`config.mk`:
```
export PLATFORM = sky130hd
export DESIGN_NAME = frog_controller
export DESIGN_NICKNAME = d
export VERILOG_FILES = /design/src/rtl/frog_controller.sv
export SDC_FILE = /design/constraint.sdc
export NUM_CORES = 1
export LEC_CHECK = 0
export CORE_MARGIN = 8
export CORE_UTILIZATION = 54
export CTS_CLUSTER_DIAMETER = 50
export DETAILED_ROUTE_END_ITERATION = 8
export PLACE_DENSITY_LB_ADDON = 0.2
export SLEW_MARGIN = 0
export SYNTH_ARGS = -nofsm -noshare
export SYNTH_HDL_FRONTEND = slang
export SYNTH_SLANG_ARGS = --single-unit
```
`constraint.sdc`:
```
create_clock -name clk -period 3.5 [get_ports clk]
set_input_delay 0.7 -clock clk [delete_from_list [all_inputs] [get_ports clk]]
set_output_delay 0.7 -clock clk [all_outputs]
set_load 0.05 [all_outputs]
```
`src/rtl/frog_controller.sv`:
```
// Frog game-state stage: button hops with cooldown, level advance at the top row,
// freeze-then-respawn on car hits. Define LIVES_EN to add lives/game_over tracking.
module frog_controller #(
    parameter int unsigned STEP            = 32,
    parameter int unsigned START_X         = 304,
    parameter int unsigned START_Y         = 448,
    parameter int unsigned MAX_X           = 608,
    parameter int unsigned MAX_Y           = 448,
    parameter int unsigned MAX_LEVEL       = 8,
    parameter int unsigned COOLDOWN_FRAMES = 4,
    parameter int unsigned HIT_FRAMES      = 30,
    parameter int unsigned LIVES           = 3
) (
    input  logic       clk,
    input  logic       reset,
    input  logic       frame_tick,
    input  logic       btn_up,
    input  logic       btn_down,
    input  logic       btn_left,
    input  logic       btn_right,
    input  logic       collision,
    output logic [9:0] frog_x,
    output logic [9:0] frog_y,
    output logic [3:0] current_level,
    output logic       level_up
`ifdef LIVES_EN
    ,
    output logic [1:0] lives,
    output logic       game_over
`endif
);

    localparam int unsigned CNT_MAX = (HIT_FRAMES > COOLDOWN_FRAMES) ? HIT_FRAMES
                                                                      : COOLDOWN_FRAMES;
    localparam int unsigned CNT_W   = (CNT_MAX < 1) ? 1 : $clog2(CNT_MAX + 1);

    localparam logic [10:0]      STEP_W    = 11'(STEP);
    localparam logic [10:0]      MAX_X_W   = 11'(MAX_X);
    localparam logic [10:0]      MAX_Y_W   = 11'(MAX_Y);
    localparam logic [9:0]       START_X_V = 10'(START_X);
    localparam logic [9:0]       START_Y_V = 10'(START_Y);
    localparam logic [3:0]       LEVEL_MAX = 4'(MAX_LEVEL);
    localparam logic [CNT_W-1:0] COOL_LOAD = CNT_W'(COOLDOWN_FRAMES);
    localparam logic [CNT_W-1:0] HIT_LOAD  = CNT_W'(HIT_FRAMES);
`ifdef LIVES_EN
    localparam logic [1:0]       LIVES_LOAD = 2'(LIVES);
`endif

    typedef enum logic [2:0] {
        StPlay,
        StCooldown,
        StLevelUp,
        StHit,
        StGameOver
    } state_e;

    state_e           state_q;
    logic [3:0]       btn_prev_q;
    logic [CNT_W-1:0] cnt_q;

    logic [3:0]  btn;
    logic [3:0]  press;
    logic        any_press;
    logic        hit_now;
    logic        cnt_done;
    logic [10:0] up_y, down_y, left_x, right_x;
    logic [9:0]  hop_x, hop_y;

    // Bit order gives the press priority: up > down > left > right.
    assign btn       = {btn_up, btn_down, btn_left, btn_right};
    assign press     = btn & ~btn_prev_q;
    assign any_press = |press;
    assign hit_now   = frame_tick & collision;
    assign cnt_done  = (cnt_q == '0) || (frame_tick && cnt_q == CNT_W'(1));

    always_comb begin
        up_y    = {1'b0, frog_y} - STEP_W;
        down_y  = {1'b0, frog_y} + STEP_W;
        left_x  = {1'b0, frog_x} - STEP_W;
        right_x = {1'b0, frog_x} + STEP_W;
        hop_x   = frog_x;
        hop_y   = frog_y;
        // Bit 10 set on a subtraction means it went negative.
        if (press[3]) begin
            hop_y = up_y[10] ? 10'd0 : up_y[9:0];
        end else if (press[2]) begin
            hop_y = (down_y > MAX_Y_W) ? MAX_Y_W[9:0] : down_y[9:0];
        end else if (press[1]) begin
            hop_x = left_x[10] ? 10'd0 : left_x[9:0];
        end else if (press[0]) begin
            hop_x = (right_x > MAX_X_W) ? MAX_X_W[9:0] : right_x[9:0];
        end
    end

    always_ff @(posedge clk) begin
        if (reset) begin
            state_q       <= StPlay;
            btn_prev_q    <= '0;
            cnt_q         <= '0;
            frog_x        <= START_X_V;
            frog_y        <= START_Y_V;
            current_level <= 4'd1;
            level_up      <= 1'b0;
`ifdef LIVES_EN
            lives         <= LIVES_LOAD;
            game_over     <= 1'b0;
`endif
        end else begin
            btn_prev_q <= btn;
            level_up   <= 1'b0;
            if (hit_now && (state_q == StPlay || state_q == StCooldown)) begin
`ifdef LIVES_EN
                if (lives == 2'd1) begin
                    lives         <= 2'd0;
                    game_over     <= 1'b1;
                    frog_x        <= START_X_V;
                    frog_y        <= START_Y_V;
                    current_level <= 4'd1;
                    cnt_q         <= '0;
                    state_q       <= StGameOver;
                end else begin
                    lives   <= lives - 2'd1;
                    cnt_q   <= HIT_LOAD;
                    state_q <= StHit;
                end
`else
                cnt_q   <= HIT_LOAD;
                state_q <= StHit;
`endif
            end else begin
                case (state_q)
                    StPlay: begin
                        if (any_press) begin
                            frog_x <= hop_x;
                            frog_y <= hop_y;
                            if (hop_y == 10'd0) begin
                                state_q <= StLevelUp;
                            end else begin
                                cnt_q   <= COOL_LOAD;
                                state_q <= StCooldown;
                            end
                        end
                    end
                    StCooldown: begin
                        if (cnt_done) begin
                            cnt_q   <= '0;
                            state_q <= StPlay;
                        end else if (frame_tick) begin
                            cnt_q <= cnt_q - CNT_W'(1);
                        end
                    end
                    StLevelUp: begin
                        if (current_level < LEVEL_MAX) begin
                            current_level <= current_level + 4'd1;
                        end
                        level_up <= 1'b1;
                        frog_x   <= START_X_V;
                        frog_y   <= START_Y_V;
                        cnt_q    <= COOL_LOAD;
                        state_q  <= StCooldown;
                    end
                    StHit: begin
                        if (cnt_done) begin
                            frog_x  <= START_X_V;
                            frog_y  <= START_Y_V;
                            cnt_q   <= '0;
                            state_q <= StPlay;
                        end else if (frame_tick) begin
                            cnt_q <= cnt_q - CNT_W'(1);
                        end
                    end
`ifdef LIVES_EN
                    StGameOver: begin
                        if (any_press) begin
                            lives     <= LIVES_LOAD;
                            game_over <= 1'b0;
                            state_q   <= StPlay;
                        end
                    end
`endif
                    default: state_q <= StPlay;
                endcase
            end
        end
    end

endmodule

```
==> results of run 1 <==
## flip-flops by register name (all words and copies together) (netlist names)
name,count
frog_y,10
frog_x,6
cnt_q,5
btn_prev_q,4
current_level,4
state_q,2
level_up,1
## path summary, 6_finish.rpt
path | start | to | slack [ps] | cells past startpoint
setup / recovery | frog_y[5] | cnt_q[4] | 590 | 8
hold / removal | frog_x[4] | frog_x[4] | 500 | 2
setup reg to reg | frog_y[5] | cnt_q[4] | 590 | 8
hold reg to reg | frog_x[4] | frog_x[4] | 500 | 2
## power groups by stage
stage	clock network (uW)	logic (uW)	registers (uW)
after floorplan	0	312	479
after global placement	0	425	462
after detailed placement	0	429	464
after CTS	365	432	456
after global routing	381	478	466
final	358	435	456
## cell families (layout without fill, tap and decap cells)
family,count (synthesis),after routing
xor+xnor,4,4
other cells,1,4
flops,32,32
simple gates,119,119
mux,4,4
buf+inv,41,61
compound gates,76,76
fa+ha+maj,8,8
## routing by layer
layer	track usage (%)	share of wire, %	vias up
met5	0	0	-
met4	5.74	0.89	0
met3	5.41	6.3	6
met2	28.2	47	73
met1	22.1	46	968
li1	-	-	1053
## through the flow
stage	cells	power, uW	utilization, %
after detailed placement	350	893	62.8
after global placement	350	888	62.8
after floorplan	288	790	-
after global routing	358	1320	65.6
after CTS	358	1250	65.6
final	358	1250	65.6
## cell type report
| type | count | area (sq um) |
|---|---|---|
| fill | 342 | 1360 |
| clock buffer | 5 | 68.8 |
| tap | 50 | 62.6 |
| timing repair buffer | 34 | 325 |
| multi-input combinational | 215 | 1380 |
| inverter | 19 | 71.3 |
| sequential | 32 | 641 |
| clock inverter | 3 | 42.5 |
## cell usage after synthesis (2+ instances only)
cell	instances
a221oi_1	4
nand3b_1	2
nor4_1	4
o311a_1	2
a21oi_1	27
a32oi_1	2
a211oi_1	3
nand2_1	24
nand3_1	8
o2bb2ai_1	3
xnor2_1	2
nand4_1	2
mux2i_1	4
nor2b_1	10
buf_4	4
a211o_1	2
or3_1	5
a22oi_1	3
o21ai_0	11
clkbuf_1	8
o31ai_1	4
and2_1	5
and3_1	2
buf_2	8
nor3_1	12
xor2_1	2
inv_1	19
nor2_1	26
nand2b_1	6
ha_1	8
a31oi_1	3
dfxtp_1	32
## tightest hold or removal path: cells and delay by family (launching register included)
family | cells | cell delay [ps]
AOI/OAI and AO/OA | 1 | 80
buffers and inverters | 1 | 70
DFF | 1 | 310
==> tab_implementation.tex, run 1 <==
\begin{tabular}{lr}
\hline
Metric & Value \\
\hline
\multicolumn{2}{l}{\textbf{Power and ir drop}} \\
\quad Internal Dissipation & between 700 and 800 uW \\
\quad Sequential fraction of design power & about 37\% \\
\quad Switch share & 37.7\% \\
\quad Pleak & between 0.001 and 0.0015 uW \\
\quad Part of the total power dissipated in combinational logic & 34.8\% \\
\quad Max IR drop VDD & slightly below 0.3 mV \\
\quad Share of power burned in the clock network & between 20 and 30\% \\
\quad Net load switching power & between 400 and 500 uW \\
\quad Power density of the placed cells & $\sim$480 nW/um\^{}2 \\
\multicolumn{2}{l}{\textbf{Yosys}} \\
\quad Gate count of the mapped netlist & approximately 290 \\
\quad Number of enable-type register cells in the synthesized netlist & 0 \\
\quad Synth area leaders & dfxtp\_1 29\%, a21oi\_1 6.2\%, ha\_1 4.6\%, nor2\_1 4.5\%, nand2\_1 4.1\% \\
\quad \#FFs+latches synth & 32 \\
\quad Simple-gate share of the synthesized area & 30.1\% \\
\quad Post-Synthesis Cell Area & between 2000 and 2500 sq um \\
\quad Most used flip-flop cell after synthesis & dfxtp\_1 \\
\quad Area fraction in compound gates after synthesis & around a quarter \\
\quad Post-synth ARST share & 0\% \\
\quad Post-synth top area cell & dfxtp\_1 \\
\quad Post-synthesis sequential area ratio & 29.2\% \\
\quad Fraction of synthesized cell area in xor and xnor cells & 1.60\% \\
\quad Synthesized area divided by synthesized cell count & about 7.7 sq um \\
\quad Post-synth top area share & just under 30\% \\
\quad Dominant combinational cell family by area after synthesis & simple AND/OR/NAND/NOR gates \\
\quad Count of distinct cell types in the synthesized netlist & 60 \\
\quad Share of synthesized area spent on multiplexers & around 1.8\% \\
\quad Number of synthesis warnings & 0 \\
\quad Adder and majority cell fraction of the synthesized area & approximately 4.6\% \\
\multicolumn{2}{l}{\textbf{Clock tree}} \\
\quad Inserted Clock Buffers & 5 \\
\quad Number of buffers inserted by post-CTS setup repair & 0 \\
\quad Number of levels the H-tree was split into & 2 \\
\quad Cts repair resizes & 0 \\
\quad CTS Hold Bufs & 0 \\
\quad Clock insertion delay at the later pin of the skew report & roughly 280 ps \\
\quad Number of sinks driven by the clock tree & 32 \\
\quad Buffer levels on the longest clock path & 2 \\
\quad CTS Root Cell & clkbuf\_8 \\
\quad Clock tree from TritonCTS & yes \\
\quad Clock-pin slew on the worst setup and hold paths & 70 ps \\
\multicolumn{2}{l}{\textbf{Cells and area}} \\
\quad Ratio of cells with drive above 1 in the final layout & 7.79\% \\
\quad Final net count & 323 \\
\quad Final standard cell area without fillers & between 2000 and 3000 sq um \\
\quad Most frequent cells in the layout & 32 x dfxtp\_1, 28 x clkdlybuf4s50\_1, 27 x a21oi\_1, 26 x nor2\_1, 24 x nand2\_1 \\
\quad Antenna diodes & 0 \\
\quad Most common library cell in the layout ignoring fill and taps & dfxtp\_1 \\
\quad Area added between synthesis and finish & 18.0\% \\
\multicolumn{2}{l}{\textbf{STA}} \\
\quad Total negative slack for setup checks & 0 ps \\
\quad Clock skew & slightly below 5 ps \\
\quad Slew at the pin closest to its max-slew limit & approximately 540 ps \\
\quad Setup repair after global routing missed its margin & false \\
\quad Max Clk Rate & around 340 MHz \\
\quad Tightest hold margin & $\sim$500 ps \\
\quad Final setup violation count & 0 \\
\quad Final setup slack of the worst path & just under 600 ps \\
\quad Final critical-path required period & 2910 ps \\
\quad Hold Fails Final Rpt & 0 \\
\quad Final clock period utilization by the worst path & $\sim$83\% \\
\quad Max transition margin & a little under two thirds \\
\quad Total count of max-transition violations in the final report & 0 \\
\multicolumn{2}{l}{\textbf{Drt}} \\
\quad Number of DRC markers in iteration 0 & 197 \\
\quad DRC viols & 0 \\
\quad Number of iterations in the first detailed-routing pass & 4 \\
\quad Post-DR vias/cell & $\sim$5.9 \\
\quad WL per Instance & between 15 and 20 um \\
\quad Final routed wirelength across all metal layers & approximately 5400 um \\
\quad Vias & 2100 \\
\quad Post-route antenna net violation count & 0 \\
\multicolumn{2}{l}{\textbf{GRT}} \\
\quad Maximum number of pins on one net before global-route repair & 16 \\
\quad Via count of the first global-routing pass & 2029 \\
\quad Global route overflow & 0 \\
\quad Antenna violations before repair & 0 \\
\quad All-Layer GR Usage & 17.7\% \\
\quad First-pass GRT wire length & around 9000 um \\
\multicolumn{2}{l}{\textbf{Status}} \\
\quad Result of the run & complete, no violations \\
\multicolumn{2}{l}{\textbf{Setup path}} \\
\quad Cell breakdown of the critical path & ha\_1 > a21oi\_1 > a311o\_1 > o2111ai\_1 > nand3\_1 > a2111oi\_4 > nor3\_1 > a211oi\_1 \\
\quad Critical path start-end classification & reg -> reg \\
\quad Top delay family on crit path & compound AO/OA/AOI/OAI gates \\
\quad Cell with the largest stage delay on the worst path & dfxtp\_1 \\
\quad Maximum single-stage delay on the critical path & around 570 ps \\
\quad Capturing element type of the critical path & flip-flop \\
\quad Maximum fanout along the worst path & 11 \\
\quad Startpoint types & flip-flop \\
\quad Arr. time, crit path & between 3000 and 4000 ps \\
\quad Endpoint required time on the critical path & about 3700 ps \\
\quad CP bufs+invs & 0 \\
\multicolumn{2}{l}{\textbf{Placed design}} \\
\quad HPWL Detailed & roughly 3800 um \\
\quad Last weighted congestion value of the routability-driven placer & $\sim$0.93 \\
\quad Placed Instance Area & 2470 sq um \\
\quad Port-buffer cells & 28 \\
\quad Pre-CTS setup slack & approximately 420 ps \\
\multicolumn{2}{l}{\textbf{Floorplan}} \\
\quad Initial cell density of the core & 55.6\% \\
\quad Die Span Y & approximately 80 um \\
\quad Floorplan row count & 23 \\
\quad Core Region & 3940 sq um \\
\quad Boundary Pins & 33 \\
\quad Die Footprint & $\sim$6400 sq um \\
\quad Width of the chip & $\sim$80 um \\
\multicolumn{2}{l}{\textbf{Flow run}} \\
\quad Max-cap violations & 0 \\
\multicolumn{2}{l}{\textbf{Min path}} \\
\quad Type of the most critical hold path & reg -> reg \\
\hline
\end{tabular}
No activity file was read; power rests on OpenSTA's default activity.
==> inputs of run 2 (changes only) <==
==> constraint.sdc (replaced) <==
create_clock -name clk -period 2.7 [get_ports clk]
set_input_delay 0.54 -clock clk [delete_from_list [all_inputs] [get_ports clk]]
set_output_delay 0.54 -clock clk [all_outputs]
set_load 0.05 [all_outputs]
==> run 2 against run 1 <==
  * Critical path depth stayed put
  * Clock-buffer cell count stayed put
  * Critical endpoint is now cnt_q[1]
  * Via count increased by 4.5%
  * Wire length grew 5.0%
==> tab_implementation.tex, run 2 (synthesis results as in run 1) <==
\begin{tabular}{lr}
\hline
Metric & Value \\
\hline
\multicolumn{2}{l}{\textbf{Status}} \\
\quad Result of the run & complete, no violations \\
\multicolumn{2}{l}{\textbf{Clock tree}} \\
\quad Number of buffers inserted by post-CTS setup repair & 0 (unchanged) \\
\quad Number of sinks driven by the clock tree & 32 (unchanged) \\
\quad Buffer levels on the longest clock path & 2 (unchanged) \\
\quad Clock insertion delay at the later pin of the skew report & 290 ps (about the same) \\
\quad Number of levels the H-tree was split into & 2 (unchanged) \\
\quad Clock-pin slew on the worst setup and hold paths & 80 ps (about the same) \\
\quad Clock tree from TritonCTS & yes \\
\quad CTS Root Cell & clkbuf\_8 \\
\quad Inserted Clock Buffers & 5 (unchanged) \\
\multicolumn{2}{l}{\textbf{Drt}} \\
\quad Number of DRC markers in iteration 0 & 236 (+20\%) \\
\quad Post-route antenna net violation count & 0 (unchanged) \\
\quad Number of iterations in the first detailed-routing pass & 6 (+2) \\
\quad DRC viols & 0 (unchanged) \\
\quad Final routed wirelength across all metal layers & 5640 um (+5.0\%) \\
\quad WL per Instance & 14.9 um (-0.53\%) \\
\quad Post-DR vias/cell & 5.80 (-1.1\%) \\
\quad Vias & 2194 (+4.5\%) \\
\multicolumn{2}{l}{\textbf{Cells and area}} \\
\quad Antenna diodes & 0 (unchanged) \\
\quad Fraction of the core area covered by cells at the end of the flow & 70.3\% (+4.7 points) \\
\quad Final standard cell area without fillers & 2770 sq um (+7.1\%) \\
\quad Most frequent cells in the layout & 30 x dfxtp\_1, 27 x a21oi\_1, 27 x clkdlybuf4s50\_1, 26 x nor2\_1, 26 x buf\_4 \\
\quad Area added between synthesis and finish & 26.4\% \\
\quad Final net count & 343 (+6.2\%) \\
\quad Number of filler cells placed in the layout & 314 (-8.2\%) \\
\quad Largest registers ranked by flip-flop count & frog\_y (10), frog\_x (6), cnt\_q (5) \\
\quad Most common library cell in the layout ignoring fill and taps & dfxtp\_1 \\
\quad Number of cells in the finished layout apart from fillers & 378 (+5.6\%) \\
\quad Flip-flop count of the largest register, all copies and words added & 10 (unchanged) \\
\quad Ratio of cells with drive above 1 in the final layout & 16.2\% (+8.4 points) \\
\quad Register ranked first by flip-flop count & frog\_y \\
\multicolumn{2}{l}{\textbf{STA}} \\
\quad Clock skew & 9.59 ps (+4.73 ps) \\
\quad Max Clk Rate & 391 MHz (+14\%) \\
\quad Setup repair after global routing missed its margin & false \\
\quad Hold Fails Final Rpt & 0 (unchanged) \\
\quad Max transition margin & 65.9\% (+2.1 points) \\
\quad Slew at the pin closest to its max-slew limit & 511 ps (-32.0 ps) \\
\quad Tightest hold margin & 498 ps (-4.71 ps) \\
\quad Final setup violation count & 0 (unchanged) \\
\quad Total count of max-transition violations in the final report & 0 (unchanged) \\
\quad Final clock period utilization by the worst path & 94.8\% (+12 points) \\
\quad Final critical-path required period & 2560 ps (-348 ps) \\
\multicolumn{2}{l}{\textbf{Min path}} \\
\quad Type of the most critical hold path & reg -> reg \\
\quad WHS Path Cells & 2 (unchanged) \\
\multicolumn{2}{l}{\textbf{Floorplan}} \\
\quad Initial cell density of the core & 55.6\% (unchanged) \\
\quad Width of the chip & 79.7 um (unchanged) \\
\quad Core Region & 3940 sq um (unchanged) \\
\quad Die Footprint & 6350 sq um (unchanged) \\
\quad Boundary Pins & 33 (unchanged) \\
\quad Floorplan row count & 23 (unchanged) \\
\quad Die Span Y & 79.7 um (unchanged) \\
\multicolumn{2}{l}{\textbf{GRT}} \\
\quad Via count of the first global-routing pass & 2060 (+1.5\%) \\
\quad Maximum number of pins on one net before global-route repair & 15 (-1) \\
\quad Global route overflow & 0 (unchanged) \\
\quad First-pass GRT wire length & 9330 um (+1.5\%) \\
\quad Antenna violations before repair & 0 (unchanged) \\
\quad All-Layer GR Usage & 17.9\% (+0.23 points) \\
\multicolumn{2}{l}{\textbf{Setup path}} \\
\quad Arr. time, crit path & 2790 ps (-320 ps) \\
\quad Maximum single-stage delay on the critical path & 560 ps (about the same) \\
\quad Startpoint types & flip-flop \\
\quad Endpoint required time on the critical path & 2930 ps (-780 ps) \\
\quad Cell breakdown of the critical path & buf\_4 > nand3\_1 > o21ai\_1 > a21oi\_1 > or4\_4 > a2111oi\_4 > or3\_4 > o311a\_1 \\
\quad Maximum fanout along the worst path & 11 (unchanged) \\
\quad Critical path start-end classification & reg -> reg \\
\quad Depth of the worst register-to-register path & 8 (unchanged) \\
\quad Capturing element type of the critical path & flip-flop \\
\quad Cell with the largest stage delay on the worst path & dfxtp\_1 \\
\multicolumn{2}{l}{\textbf{Power and ir drop}} \\
\quad Power density of the placed cells & 580 nW/um\^{}2 (+20\%) \\
\quad Max IR drop VDD & 0.371 mV (+28\%) \\
\quad Pleak & 0.00112 uW (+10\%) \\
\multicolumn{2}{l}{\textbf{Placed design}} \\
\quad Placed cell count & 370 (+5.7\%) \\
\quad Last weighted congestion value of the routability-driven placer & 1.03 (+11\%) \\
\quad HPWL Detailed & 4190 um (+9.7\%) \\
\quad Placed Instance Area & 2630 sq um (+6.2\%) \\
\quad Port-buffer cells & 28 (unchanged) \\
\multicolumn{2}{l}{\textbf{Flow run}} \\
\quad Max-cap violations & 0 (unchanged) \\
\hline
\end{tabular}
[run 2: metrics by stage]
| step | worst slack [ps] | power (uW) | TNS [ps] |
|---|---|---|---|
| 5_1_grt | 16.3 | 1710 | 0 |
| 6_report | 140 | 1610 | 0 |
| 4_1_cts | 54.1 | 1580 | 0 |
| 3_3_place_gp | -103 | 1200 | -515 |
| 2_1_floorplan | 37.4 | 1030 | 0 |
| 3_5_place_dp | -140 | 1210 | -692 |
[run 2: what timing repair did]
item                       CTS  global route
resized for setup            0            10
setup endpoints to repair    0             5
hold buffers                 0             0
[run 2: final timing paths]
path                                start  endpoint  slack (ps)
worst min-delay path             cnt_q[3]  cnt_q[3]         500
worst min register to register   cnt_q[3]  cnt_q[3]         500
worst max register to register  frog_y[7]  cnt_q[1]         140
worst max-delay path            frog_y[7]  cnt_q[1]         140
[run 2: cell type report]
cell class / instances / area, sq um / area share (%)
Clock buffer: 5 / 68.8 / 2.48
Clock inverter: 3 / 23.8 / 0.858
Inverter: 19 / 71.3 / 2.57
Multi-Input combinational cell: 215 / 1420 / 51.3
Sequential cell: 32 / 646 / 23.3
Tap cell: 50 / 62.6 / 2.26
Timing Repair Buffer: 54 / 478 / 17.3
[run 2: worst max-delay path: cells and delay by family, from the launching register on]
family	cells	cell delay (ps)
flip-flops	1	560
AO/OA/AOI/OAI	4	880
AND/OR/NAND/NOR	3	850
buffers and inverters	1	210
[run 2: report_power, final]
| part | internal (uW) | switching (uW) |
|---|---|---|
| registers | 514 | 64.7 |
| clock network | 182 | 198 |
| logic | 274 | 374 |
| total | 970 | 636 |
[run 2: metal layers]
metal | track usage, % | share of wire, % | vias to the layer above
met4 | 6.11 | 1.5 | 0
met1 | 22.3 | 46 | 994
met5 | 0 | 0 | -
met2 | 28.9 | 45 | 93
met3 | 4.95 | 7.2 | 10
li1 | - | - | 1097
==> inputs of run 3 (changes only) <==
--- a/config.mk
+++ b/config.mk
@@ -5,10 +5,10 @@
 export SDC_FILE = /design/constraint.sdc
 export NUM_CORES = 1
 export LEC_CHECK = 0
-export CORE_MARGIN = 8
-export CORE_UTILIZATION = 54
+export CORE_UTILIZATION = 55
 export CTS_CLUSTER_DIAMETER = 50
 export DETAILED_ROUTE_END_ITERATION = 8
+export DONT_BUFFER_PORTS = 1
 export PLACE_DENSITY_LB_ADDON = 0.2
 export SLEW_MARGIN = 0
 export SYNTH_ARGS = -nofsm -noshare
==> run 3 against run 2 <==
  * Worst setup slack better by 77 ps
  * Final cell count decreased by 7.4%
  * Largest power group is now sequential cells
  * Highest routed layer unchanged
  * Sequential cell count unchanged
  * Clock skew is 3.8 ps higher
==> tab_implementation.tex, run 3 (synthesis results as in run 1) <==
\begin{tabular}{lr}
\hline
Metric & Value \\
\hline
\multicolumn{2}{l}{\textbf{Status}} \\
\quad Result of the run & complete, no violations \\
\multicolumn{2}{l}{\textbf{Floorplan}} \\
\quad Width of the chip & 65.1 um (-18\%) \\
\quad Boundary Pins & 33 (unchanged) \\
\quad Die Footprint & 4240 sq um (-33\%) \\
\quad Initial cell density of the core & 58.6\% (+3.0 points) \\
\quad Floorplan row count & 22 (-4.3\%) \\
\quad Die Span Y & 65.1 um (-18\%) \\
\quad Core Region & 3740 sq um (-5.0\%) \\
\multicolumn{2}{l}{\textbf{Setup path}} \\
\quad Capturing element type of the critical path & flip-flop \\
\quad Startpoint types & flip-flop \\
\quad Reg-to-reg setup timing slack & 220 ps (+80 ps) \\
\quad Maximum fanout along the worst path & 7 (-4) \\
\quad Endpoint required time on the critical path & 2870 ps (-60 ps) \\
\quad Arr. time, crit path & 2650 ps (-140 ps) \\
\quad Depth of the worst register-to-register path & 8 (unchanged) \\
\quad Endpoint of the worst register-to-register path & cnt\_q[1] \\
\quad Worst r2r src & frog\_y[6] \\
\quad Critical path start-end classification & reg -> reg \\
\multicolumn{2}{l}{\textbf{Placed design}} \\
\quad HPWL Detailed & 3710 um (-11\%) \\
\quad Port-buffer cells & 0 (-100\%) \\
\quad Last weighted congestion value of the routability-driven placer & 0.976 (-5.2\%) \\
\multicolumn{2}{l}{\textbf{STA}} \\
\quad Clock skew & 13.4 ps (+3.77 ps) \\
\quad Max Clk Rate & 403 MHz (+3.1\%) \\
\quad Total count of max-transition violations in the final report & 0 (unchanged) \\
\quad Slew at the pin closest to its max-slew limit & 774 ps (+263 ps) \\
\quad Total negative slack for setup checks & 0 ps (unchanged) \\
\quad Setup repair after global routing missed its margin & false \\
\quad Max transition margin & 48.3\% (-18 points) \\
\quad Tightest hold margin & 316 ps (-182 ps) \\
\quad Hold Fails Final Rpt & 0 (unchanged) \\
\quad Final clock period utilization by the worst path & 92.0\% (-2.8 points) \\
\quad Final setup violation count & 0 (unchanged) \\
\quad Final critical-path required period & 2480 ps (-76.8 ps) \\
\multicolumn{2}{l}{\textbf{Power and ir drop}} \\
\quad Switch share & 37.0\% (-2.6 points) \\
\quad Pleak & 0.00102 uW (-8.8\%) \\
\quad Internal Dissipation & 1010 uW (+3.9\%) \\
\quad Power density of the placed cells & 647 nW/um\^{}2 (+12\%) \\
\quad Sequential fraction of design power & 36.3\% (+0.3 points) \\
\quad Max IR drop VDD & 0.454 mV (+22\%) \\
\quad Part of the total power dissipated in combinational logic & 35.2\% (-5.2 points) \\
\quad Share of power burned in the clock network & 28.5\% (+4.9 points) \\
\quad Net load switching power & 593 uW (-6.8\%) \\
\multicolumn{2}{l}{\textbf{Clock tree}} \\
\quad CTS Hold Bufs & 0 (unchanged) \\
\quad Number of levels the H-tree was split into & 2 (unchanged) \\
\quad Clock-pin slew on the worst setup and hold paths & 80 ps (about the same) \\
\quad Clock insertion delay at the later pin of the skew report & 290 ps (about the same) \\
\quad Buffer levels on the longest clock path & 2 (unchanged) \\
\quad Number of buffers inserted by post-CTS setup repair & 0 (unchanged) \\
\quad CTS Root Cell & clkbuf\_8 \\
\quad Inserted Clock Buffers & 5 (unchanged) \\
\quad Number of sinks driven by the clock tree & 32 (unchanged) \\
\quad Clock tree from TritonCTS & yes \\
\multicolumn{2}{l}{\textbf{Drt}} \\
\quad Number of DRC markers in iteration 0 & 188 (-20\%) \\
\quad DRC viols & 0 (unchanged) \\
\quad WL per Instance & 14.2 um (-5.0\%) \\
\quad Vias & 2053 (-6.4\%) \\
\quad Post-route antenna net violation count & 0 (unchanged) \\
\quad Post-DR vias/cell & 5.87 (+1.1\%) \\
\quad Number of iterations in the first detailed-routing pass & 4 (-2) \\
\quad Final routed wirelength across all metal layers & 4960 um (-12\%) \\
\multicolumn{2}{l}{\textbf{GRT}} \\
\quad All-Layer GR Usage & 25.4\% (+7.5 points) \\
\quad First-pass GRT wire length & 8510 um (-8.7\%) \\
\quad Global route overflow & 0 (unchanged) \\
\quad Via count of the first global-routing pass & 1894 (-8.1\%) \\
\quad Antenna violations before repair & 0 (unchanged) \\
\quad Maximum number of pins on one net before global-route repair & 26 (+11) \\
\multicolumn{2}{l}{\textbf{Cells and area}} \\
\quad Most common library cell in the layout ignoring fill and taps & dfxtp\_1 \\
\quad Final net count & 317 (-7.6\%) \\
\quad Most frequent cells in the layout & 30 x dfxtp\_1, 28 x buf\_4, 27 x a21oi\_1, 26 x nor2\_1, 24 x nand2\_1 \\
\quad Number of filler cells placed in the layout & 351 (+12\%) \\
\quad Area added between synthesis and finish & 12.8\% \\
\quad Flip-flop count of the largest register, all copies and words added & 10 (unchanged) \\
\quad Ratio of cells with drive above 1 in the final layout & 15.9\% (-0.26 points) \\
\quad Register ranked first by flip-flop count & frog\_y \\
\quad Antenna diodes & 0 (unchanged) \\
\quad Largest registers ranked by flip-flop count & frog\_y (10), frog\_x (6), cnt\_q (5) \\
\multicolumn{2}{l}{\textbf{Min path}} \\
\quad Worst min-delay path endpoint & frog\_y[5] \\
\quad Type of the most critical hold path & in -> reg \\
\quad WHS Path Cells & 1 (-1) \\
\quad Launch instance of the worst min-delay path & reset \\
\multicolumn{2}{l}{\textbf{Flow run}} \\
\quad Max-cap violations & 0 (unchanged) \\
\hline
\end{tabular}
## run 3: cell types whose count changed in the layout (fill, tap and decap cells not counted), sizes merged
cell,previous run,this run
buf,26,28
bufinv,0,1
clkbuf,5,6
clkdlybuf4s50,27,0
clkinvlp,2,0
dlymetal6s2s,1,0
## run 3: layer usage
layer	vias up	track usage (%)	share of wire [%]	wire length, um
met4	0	5.98	0.60	30
li1	1043	-	-	-
met2	66	39.2	44	2200
met3	4	7.29	6.1	305
met1	940	34.9	49	2430
met5	-	0	0	0
## run 3: timing repair
item | CTS | global route
endpoints found under the setup margin | 0 | 3
hold endpoints to repair | 0 | 0
gates resized for setup | 0 | 1
## run 3: worst max-delay path, cell delays in order (launching register included)
cell and delay, ps:
dfxtp_2 380, ha_1 230, and4bb_1 240, a211oi_2 290, o21ai_2 140, nor3b_4 280
a2111oi_4 100, or3_1 400, o311a_1 330
## run 3: worst max path at each step
stage / start / endpoint / cells after the start
finish: frog_y[6] / cnt_q[1] / 8
detailed placement: frog_y[5] / cnt_q[4] / 9
global route: frog_y[6] / cnt_q[1] / 8
floorplan: frog_y[5] / cnt_q[4] / 10
CTS: frog_y[5] / cnt_q[4] / 9
global placement: frog_y[5] / cnt_q[4] / 9
## run 3: final cells by class
type / instances / area [sq um] / share of cell area [%]
flip-flops and latches: 32 / 643 / 26.0
clock inverters: 2 / 35.0 / 1.42
inverters: 19 / 71.3 / 2.88
repair buffers: 28 / 210 / 8.50
multi-input cells: 215 / 1380 / 55.8
well taps: 48 / 60.1 / 2.43
clock buffers: 6 / 72.6 / 2.93
## run 3: stage by stage
step                util, %  cells  power [uW]  setup WS (ps)  area [sq um]
floorplan                 -    288        1030           37.4          2210
global placement       63.0    342        1130            279          2360
detailed placement     63.0    342        1140            223          2360
CTS                    65.9    350        1600            194          2470
global route           66.1    350        1700           35.4          2470
finish                 66.1    350        1600            217          2470
## run 3: power by group through the flow
stage	sequential [uW]	clock (uW)	combinational, uW
after detailed placement	591	0	552
final	582	456	564
after CTS	581	463	554
after global routing	588	487	624
after floorplan	622	0	404
after global placement	589	0	545
